`src/rtl/nco_config_master_pkg.sv`:
```
// Shared encodings for the NCO configuration master: FSM states,
// command-word update bits and the default ACK/Done timeout.
package nco_config_master_pkg;

  typedef enum logic [2:0] {
    ST_IDLE      = 3'd0,
    ST_SEND_CMD  = 3'd1,
    ST_SEND_FREQ = 3'd2,
    ST_SEND_PHA  = 3'd3,
    ST_WAIT_DONE = 3'd4
  } state_e;

  localparam int unsigned UPD_FREQ = 0;
  localparam int unsigned UPD_PHA  = 1;

  localparam int unsigned DEFAULT_TIMEOUT_CYCLES = 1024;

endpackage

```
`src/rtl/nco_config_master.sv`:
```
// Configuration master: sends a command word, then the selected frequency and
// phase words to the NCO receiver, each handshaked by ACK, then waits for Done.
module nco_config_master
  import nco_config_master_pkg::*;
#(
  parameter int unsigned CONFIG_WIDTH   = 32,
  parameter int unsigned TIMEOUT_CYCLES = DEFAULT_TIMEOUT_CYCLES,
  parameter int unsigned TO_WIDTH       = 16
) (
  input  logic                    CLK,
  input  logic                    nRST,
  input  logic                    start,
  input  logic [1:0]              upd_ctl,
  input  logic [CONFIG_WIDTH-1:0] freq_word,
  input  logic [CONFIG_WIDTH-1:0] pha_word,
  output logic                    busy,
  output logic                    done_pulse,
  output logic                    err_pulse,
  output logic                    isConfig,
  output logic [CONFIG_WIDTH-1:0] Data_Config_In,
  input  logic                    isConfigACK,
  input  logic                    isConfigDone
);

  localparam logic [TO_WIDTH-1:0] TO_LAST = TO_WIDTH'(TIMEOUT_CYCLES - 1);

  state_e                  state_q, state_d;
  logic [1:0]              upd_q, upd_d;
  logic [CONFIG_WIDTH-1:0] freq_q, freq_d;
  logic [CONFIG_WIDTH-1:0] pha_q, pha_d;
  logic [TO_WIDTH-1:0]     cnt_q, cnt_d;
  logic                    busy_q, busy_d;
  logic                    cfg_q, cfg_d;
  logic                    done_q, done_d;
  logic                    err_q, err_d;
  logic [CONFIG_WIDTH-1:0] data_q, data_d;
  logic                    hold;

  always_comb begin
    state_d = state_q;
    upd_d   = upd_q;
    freq_d  = freq_q;
    pha_d   = pha_q;
    cnt_d   = '0;
    done_d  = 1'b0;
    err_d   = 1'b0;
    hold    = 1'b0;
    case (state_q)
      ST_IDLE: begin
        if (start) begin
          if (upd_ctl != 2'b00) begin
            upd_d   = upd_ctl;
            freq_d  = freq_word;
            pha_d   = pha_word;
            state_d = ST_SEND_CMD;
          end else begin
            done_d = 1'b1;
          end
        end
      end
      ST_SEND_CMD: begin
        if (isConfigACK) state_d = upd_q[UPD_FREQ] ? ST_SEND_FREQ : ST_SEND_PHA;
        else             hold    = 1'b1;
      end
      ST_SEND_FREQ: begin
        if (isConfigACK) begin
          if (upd_q[UPD_PHA]) begin
            state_d = ST_SEND_PHA;
          end else if (isConfigDone) begin
            state_d = ST_IDLE;
            done_d  = 1'b1;
          end else begin
            state_d = ST_WAIT_DONE;
          end
        end else begin
          hold = 1'b1;
        end
      end
      ST_SEND_PHA: begin
        if (isConfigACK) begin
          if (isConfigDone) begin
            state_d = ST_IDLE;
            done_d  = 1'b1;
          end else begin
            state_d = ST_WAIT_DONE;
          end
        end else begin
          hold = 1'b1;
        end
      end
      ST_WAIT_DONE: begin
        if (isConfigDone) begin
          state_d = ST_IDLE;
          done_d  = 1'b1;
        end else begin
          hold = 1'b1;
        end
      end
      default: state_d = ST_IDLE;
    endcase
    // Any state still waiting on its pulse shares one timeout path.
    if (hold) begin
      if (cnt_q == TO_LAST) begin
        state_d = ST_IDLE;
        err_d   = 1'b1;
      end else begin
        cnt_d = cnt_q + TO_WIDTH'(1);
      end
    end
  end

  // Outputs are decoded from the next state so they appear registered.
  always_comb begin
    data_d = '0;
    case (state_d)
      ST_SEND_CMD:  data_d[1:0] = upd_d;
      ST_SEND_FREQ: data_d      = freq_d;
      ST_SEND_PHA:  data_d      = pha_d;
      default:      data_d      = '0;
    endcase
  end

  assign busy_d = (state_d != ST_IDLE);
  assign cfg_d  = (state_d != ST_IDLE);

  always_ff @(posedge CLK or negedge nRST) begin
    if (!nRST) begin
      state_q <= ST_IDLE;
      upd_q   <= '0;
      freq_q  <= '0;
      pha_q   <= '0;
      cnt_q   <= '0;
      busy_q  <= 1'b0;
      cfg_q   <= 1'b0;
      done_q  <= 1'b0;
      err_q   <= 1'b0;
      data_q  <= '0;
    end else begin
      state_q <= state_d;
      upd_q   <= upd_d;
      freq_q  <= freq_d;
      pha_q   <= pha_d;
      cnt_q   <= cnt_d;
      busy_q  <= busy_d;
      cfg_q   <= cfg_d;
      done_q  <= done_d;
      err_q   <= err_d;
      data_q  <= data_d;
    end
  end

  assign busy           = busy_q;
  assign isConfig       = cfg_q;
  assign done_pulse     = done_q;
  assign err_pulse      = err_q;
  assign Data_Config_In = data_q;

endmodule

```
`config.mk`:
```
export PLATFORM = sky130hd
export DESIGN_NAME = nco_config_master
export DESIGN_NICKNAME = d
export VERILOG_FILES = /design/src/rtl/nco_config_master_pkg.sv /design/src/rtl/nco_config_master.sv
export SDC_FILE = /design/constraint.sdc
export NUM_CORES = 1
export LEC_CHECK = 0
export CORE_MARGIN = 1
export CORE_UTILIZATION = 55
export DETAILED_ROUTE_END_ITERATION = 8
export HOLD_SLACK_MARGIN = 0.08
export PLACE_DENSITY = 0.95
export SLEW_MARGIN = 20
export SYNTH_ARGS = -nofsm -noshare
export SYNTH_HDL_FRONTEND = slang
export SYNTH_SLANG_ARGS = --single-unit
```
`constraint.sdc`:
```
create_clock -name CLK -period 4.5 [get_ports CLK]
set_clock_uncertainty 0.15 [all_clocks]
set_input_delay 1.35 -clock CLK [delete_from_list [all_inputs] [get_ports CLK]]
set_output_delay 1.35 -clock CLK [all_outputs]
set_load 0.01 [all_outputs]
```
# After elaboration in Yosys (flattened, before gate mapping)
# Index checks and enable logic that the tools add are counted.
# totals
register_bits,120
in_bits,71
# classes
n_addsub,1
n_eq_ne,8
n_mux,37
reduce_logical,4
# op_table
op,count
2-to-1 mux 32 bit,6
one-hot mux 30 bit (2 select lines),1
2-to-1 mux 16 bit,2
2-to-1 mux 3 bit,10
"adder 16 x 1 -> 16 bit, second input constant",1
"equality test 16 x 10 -> 1 bit, second input constant",1
one-hot mux 3 bit (5 select lines),1
"equality test 3 x 2 -> 1 bit, second input constant",4
2-to-1 mux 1 bit,11
"equality test 3 x 1 -> 1 bit, second input constant",2
2-to-1 mux 2 bit,3
one-hot mux 2 bit (3 select lines),1
one-hot mux 1 bit (4 select lines),1
"equality test 3 bit, second input constant",1
zero test 3 bit,1
nonzero test 3 bit,1
OR reduction 3 bit,1
one-hot mux 1 bit (2 select lines),1
nonzero test 2 bit,1

# Logic depth before layout (Yosys ltp)
# depth
ltp_word,8
mapped_depth,9
depth_no_buf,6

# Worst setup path before layout
# OpenSTA, ideal clock, no wires.
# synth_path
kind,input -> register
start,in start
end,"reg data_q[18], in the netlist Data_Config_In[18]"
setup_time_ps,119
arrival_time_ps,2799
setup_slack_ps,1433
path_stages,8
n_path_buf,3
path_cell_list,nor4b_2 -> nor2b_1 -> buf_2 -> buf_2 -> buf_4 -> mux2_2 -> mux2i_1 -> nor2_2
# synth_between
elab_cells_between_ends,11
cone_classes,eq/ne: 2; mux: 9
# synth_lines
element,line_no,rtl
start: declaration,nco_config_master.sv:12,"input logic start,"
2-to-1 mux 32 bit,nco_config_master.sv:50,if (start) begin
2-to-1 mux 32 bit,nco_config_master.sv:48,case (state_q)
via freq_d[18],nco_config_master.sv:29,"logic [CONFIG_WIDTH-1:0] freq_q, freq_d;"
one-hot mux 30 bit (2 select lines),nco_config_master.sv:115,case (state_d)
via data_d[18],nco_config_master.sv:36,"logic [CONFIG_WIDTH-1:0] data_q, data_d;"
end signal: assignment,nco_config_master.sv:148,data_q <= data_d;
end: declaration,nco_config_master.sv:36,
# The timed path passes the listed nets, and every way through them passes these cells.

# Worst setup path in the final report
# layout_path
start,in start
end,"reg data_q[3], in the netlist Data_Config_In[3]"
# layout_between
elab_chain_cells,6
elab_cells_between_ends,11
cone_classes,eq/ne: 2; mux: 9
# layout_rtl
element,line_no,rtl
2-to-1 mux 3 bit,nco_config_master.sv:50,
one-hot mux 3 bit (5 select lines),nco_config_master.sv:48,
2-to-1 mux 3 bit,nco_config_master.sv:103,if (cnt_q == TO_LAST) begin
2-to-1 mux 3 bit,nco_config_master.sv:102,if (hold) begin
equality test 3 x 2 -> 1 bit,nco_config_master.sv:115,
one-hot mux 30 bit (2 select lines) (*),nco_config_master.sv:115,
via data_d[3],nco_config_master.sv:36,
# The timed path passes the listed nets; every way through them passes the cells marked *.

==> results_dict.tcl <==
set metrics [dict create \
    grt-ovfl-total 0 \
    syn_area_sq_um 5004 \
    grt_max_degree 71 \
    cap_viol_max_count 0 \
    cp-startpoint "start" \
    synth_top_cell_by_area "dfrtp_1" \
    hp-class "reg -> reg" \
    r2r_slack_ps 1920 \
    cts_tree "done" \
    synth_edf_count 0 \
    postCtsSetupRepairBufs 0 \
    clock-sinks 120 \
    netlist.area_leader.share_pct 60.02 \
    tns_ps 0 \
    pin_count 107 \
    dr.first_iter.drc_count 229 \
    ys_seq_area_share_pct 60.02 \
    synthTopCellsByArea "dfrtp_1 (60%), mux2_2 (14%), mux2i_1 (6.0%)" \
    syn_nets 439 \
    p_per_area_nw_per_um2 682.0 \
    ant_nets 0 \
    antenna_cells 0 \
    clk_pin_slew_ps 60 \
    portBuffers 106 \
    clock-root-buffer "clkbuf_8" \
    die_area_sq_um 9483 \
    worstSetupPathType "in -> reg" \
    period_share_pct 73.41 \
    place_area_sq_um 6106 \
    finalMaxSlewViolations 0 \
    synthAdderAreaFrac_pct 0.2501 \
    power_leakage_nw 2.907 \
    startpoint_type "input pin" \
    area_growth_pct 33.13 \
    status "complete, no violations" \
    relSlewSlack_pct 41.87 \
    htree_levels 4 \
    synth_compound_area_share_pct 2.901 \
    drc 0 \
    insertion_delay_ps 510 \
    path_cells "clkdlybuf4s50_1 > nor4b_2 > nor2b_4 > buf_12 > nor2_4 > buf_4 > mux2i_1 > nor2_2" \
    vias 3345 \
    synth_top_family_by_area "multiplexers" \
    die_x_um 97.38 \
    gp_congestion 0.8171 \
    drt_first_pass_iters 5 \
    drive_above_1_share_pct 28.31 \
    grt_use_total_pct 27.65 \
    cts_buffer_depth 2 \
    synth-seq-cells 120 \
    core-area_sq_um 8763 \
    setup_viol 0 \
    dieHeight_um 97.38 \
    syn_area_per_cell_sq_um 13.63 \
    worst_path_largest_cell_delay_ps 450 \
    synth_flop_cell "dfrtp_1" \
    period_needed_ps 3303 \
    ctsResizeCount 0 \
    crit_slowest_cell "clkdlybuf4s50_1" \
    hold_viol 0 \
    synth_xor_area_share_pct 1.750 \
    worstMarginPinSlew_ps 872.0 \
    endpoint "Data_Config_In[3]$_DFF_PN0_" \
    vdd_ir_drop_max_mv 0.5017 \
    worst_r2r_endpoint "Data_Config_In[3]$_DFF_PN0_" \
    synth-simple-area-share_pct 10.83 \
    post-dp-hpwl_mm 6.936 \
    r2r_cells 7 \
    fillerInstances 501 \
    syn_inst 367 \
    rsz0062_at_grt "false" \
    yosysMostFrequentCell "dfrtp_1" \
    via_per_inst 5.584 \
    drt_wl_total_mm 12.03 \
    yosysWarnings 0 \
    cp-end-kind "flop" \
    hold_depth 1 \
    start_util_pct 57.10 \
    dpl_worst_slack_ps 735.0 \
    cp_max_fo 67 \
    yosys-top-cells-count "dfrtp_1 (120), mux2_2 (64), mux2i_1 (30)" \
    synth.distinct_cells 43 \
    r2r_start "state_q[2]$_DFF_PN0_" \
    nets 550 \
    row_count 34 \
    fin_ws_ps 1197 \
    grt_pass1_wl_mm 19.74 \
    cts_buffers 17 \
    arrival_ps 3540 \
    fmax_mhz 302.7 \
    synthMuxAreaShare_pct 20.41 \
    antenna_found_initial 0 \
    critical_path_required_ps 4740 \
    wl_per_cell_um 20.09 \
    holdBufCountCts 0 \
    final_cell_area_sq_um 6661 \
    synth-async-reset-ratio_pct 100.0 \
    grt_pass1_vias 3709 \
]
placed cells by master (no fill, tap or decap), drive strengths merged, types with 7 or more instances in the layout:
cell type,n
clkbuf,18
clkdlybuf4s50,105
clkinv,8
dfrtp,120
inv,7
mux2,64
mux2i,30
nand2,11
nand3,7
nor2,48
xor2,8
final cells by class:
class	count	area, sq um	area share, %
clock inverters	14	127.6	1.916
multi-input cells	222	1824	27.39
repair buffers	111	1121	16.83
flip-flops and latches	120	3003	45.08
inverters	6	22.52	0.3381
well taps	108	135.1	2.029
clock buffers	18	427.9	6.424
stage by stage:
step	utilization [%]	hold slack [ps]	total power, mW	cells
2_1_floorplan	-	297.9	2.802	367
3_5_place_dp	69.67	334.3	3.256	567
6_report	76.01	343.9	4.543	599
4_1_cts	76.01	347.6	4.578	599
3_3_place_gp	69.67	324.2	3.142	567
5_1_grt	76.01	362.1	4.776	599
sequential cells by signal, summed over array words and instances (netlist names):
signal          flops
state_q             3
upd_q               2
cnt_q              16
done_pulse          1
isConfig            1
err_pulse           1
freq_q             32
pha_q              32
Data_Config_In     32
power breakdown:
group | total, mW | switching, mW | leakage (nW) | internal [mW]
registers | 1.64 | 0.154 | 1.51 | 1.49
logic | 1.66 | 0.847 | 1.14 | 0.814
clock network | 1.24 | 0.495 | 0.263 | 0.747
total | 4.54 | 1.50 | 2.91 | 3.05
how the worst min path moves through the flow:
stage	start	end	slack (ps)
final	pha_q[6]$_DFF_PN0_	pha_q[6]$_DFF_PN0_	340
after global routing	freq_q[25]$_DFF_PN0_	freq_q[25]$_DFF_PN0_	360
after CTS	pha_q[6]$_DFF_PN0_	pha_q[6]$_DFF_PN0_	350
after detailed placement	pha_q[6]$_DFF_PN0_	pha_q[6]$_DFF_PN0_	330
after global placement	cnt_q[0]$_DFF_PN0_	cnt_q[0]$_DFF_PN0_	320
after floorplan	cnt_q[0]$_DFF_PN0_	cnt_q[0]$_DFF_PN0_	300
cells by family (layout without fill, tap and decap cells):
group | after synthesis | count (layout)
flops | 120 | 120
buf+inv | 25 | 149
xor+xnor | 10 | 10
mux | 94 | 94
simple gates | 94 | 94
compound gates | 23 | 23
fa+ha+maj | 1 | 1
worst max-delay path: cells and delay by family:
family,cells,cell delay (ps)
buffers and inverters,3,1100
multiplexers,1,360
AND/OR/NAND/NOR,4,700
routing by layer:
metal / GRT usage (%) / vias to the layer above / share of wire (%)
met5: 0 / - / 0
met4: 7.692 / 0 / 1.3
met3: 7.770 / 15 / 5.9
met2: 49.87 / 125 / 54
met1: 32.09 / 1714 / 39
li1: - / 1491 / -
No activity file was read; power rests on OpenSTA's default activity.
==> patch: new RTL, same settings <==
Take the reset off `data_q` and load it in a clocked block of its own.
--- a/src/rtl/nco_config_master.sv
+++ b/src/rtl/nco_config_master.sv
@@ -136,3 +136,2 @@
       err_q   <= 1'b0;
-      data_q  <= '0;
     end else begin
@@ -147,4 +146,7 @@
       err_q   <= err_d;
-      data_q  <= data_d;
     end
+  end
+
+  always_ff @(posedge CLK) begin
+    data_q <= data_d;
   end
Behaviour: not the same (Yosys sat finds a counterexample within 4 cycles, from zero or initial values and one cycle with nRST low).
==> patch against the unedited design <==
- hold slack improved by 0.00076 ns
- wire length decreased by 16%
- utilization increased by 2.5 points
- area after synthesis decreased by 3.2%
- sequential cell count unchanged
- power increased by 2.9%
- cell area decreased by 1.2%
- setup slack got worse by 0.082 ns
- critical path type unchanged
- critical endpoint is now Data_Config_In[23]$_DFF_P_
- largest cell class unchanged
- highest routed layer unchanged
==> patch: results (changes against the unedited design) <==
[run_status]
status = completed

[detailed_routing]
wl_met3_um = 670  ; -5.5%
viasPerCell = 5.37  ; -3.9%
drt_iter0_drc = 214  ; -6.6%
totalWireLength_um = 10100  ; -16%
drt_pass1_iterations = 4  ; -1
met1Wirelength_um = 4010  ; -15%
dr_wl_met2_um = 5360  ; -17%
routed.top_layer = met4

[placement]
place.gp.congestion = 0.824  ; +0.84%
dp_cells = 564  ; -0.53%
place_ws_ns = 0.586  ; -0.149 ns

[power_and_ir_drop]
ir_drop_mv = 0.398  ; -21%
leakage_nw = 2.78  ; -4.3%
p_sw_mw = 1.40  ; -6.3%

[synthesis]
yosys.area_share.xor_xnor_pct = 1.81  ; +0.058 points
synth_area_per_cell_um2 = 13.2  ; -3.2%
muxShareOfSynthArea_pct = 21.1  ; +0.67 points
ys_async_sr_fraction_pct = 73.3  ; -27 points
ys_seq_area_share_pct = 58.7  ; -1.3 points
synth_common_cells = 88 x dfrtp_1, 64 x mux2_2, 32 x dfxtp_1, 30 x mux2i_1, 29 x nor2_2
synth_compound_area_share_pct = 3.00  ; +0.096 points
yosys-top-cells-area = dfrtp_1 45%, mux2_2 15%, dfxtp_1 13%
synth_fa_ha_area_share_pct = 0.258  ; +0.0083 points
yosysUniqueCellTypes = 44  ; +2.3%

[worst_setup_path]
critPathCapture = Data_Config_In[23]$_DFF_P_
cp_data_arrival_time_ns = 3.63  ; +0.09 ns
worstReg2RegStart = state_q[0]$_DFF_PN0_
critPathSlowestCell = or4b_1
startpoint = isConfigDone
crit_family = simple AND/OR/NAND/NOR gates
critPathMaxFanout = 16  ; -76%
r2r_cells = 6  ; -1
max_stage_delay_ns = 0.50  ; +0.05 ns

[layout]
antenna_cells = 0  ; unchanged
layout-drive-gt1-share_pct = 28.1  ; -0.20 points
layoutNonFillerInstCount = 596  ; -0.50%

[global_routing]
grt_pass1_vias = 3502  ; -5.6%
grtUsageMet3_pct = 7.42  ; -0.34 points
grtUsageMet2_pct = 43.2  ; -6.7 points
met1_usage_pct = 27.2  ; -4.9 points
track_usage_pct = 24.2  ; -3.4 points
grt_max_degree = 89  ; +25%
grt_pass1_wl_um = 16400  ; -17%

[hold_path]
worstHoldEndpoint = freq_q[13]$_DFF_PN0_
hp-start = freq_q[13]$_DFF_PN0_

[sta]
fin_crit_sh_pct = 75.2  ; +1.8 points
tightest_slew_ns = 0.793  ; -0.0785 ns

[clock_tree]
cts_setup_buffers = 0  ; unchanged

==> patch: power groups by stage <==
stage | combinational (mW) | clock, mW | sequential (mW)
2_1_floorplan | 1.17 | 0 | 1.63
3_3_place_gp | 1.51 | 0 | 1.62
3_5_place_dp | 1.58 | 0 | 1.64
4_1_cts | 1.60 | 1.48 | 1.63
5_1_grt | 1.74 | 1.53 | 1.67
6_report | 1.59 | 1.46 | 1.63
==> patch: layout make-up <==
cell class	count	area, µm²
clock buffers	19	432
repair buffers	111	1110
flip-flops and latches	120	2840
clock inverters	13	216
inverters	6	22.5
well taps	105	131
fillers	489	1800
multi-input cells	222	1820
==> patch: through the flow <==
step,total power [mW],hold slack (ns),cell area [µm²]
2_1_floorplan,2.80,0.298,4840
3_3_place_gp,3.13,0.320,5930
3_5_place_dp,3.22,0.332,5930
4_1_cts,4.72,0.347,6580
5_1_grt,4.94,0.362,6580
6_report,4.68,0.345,6580
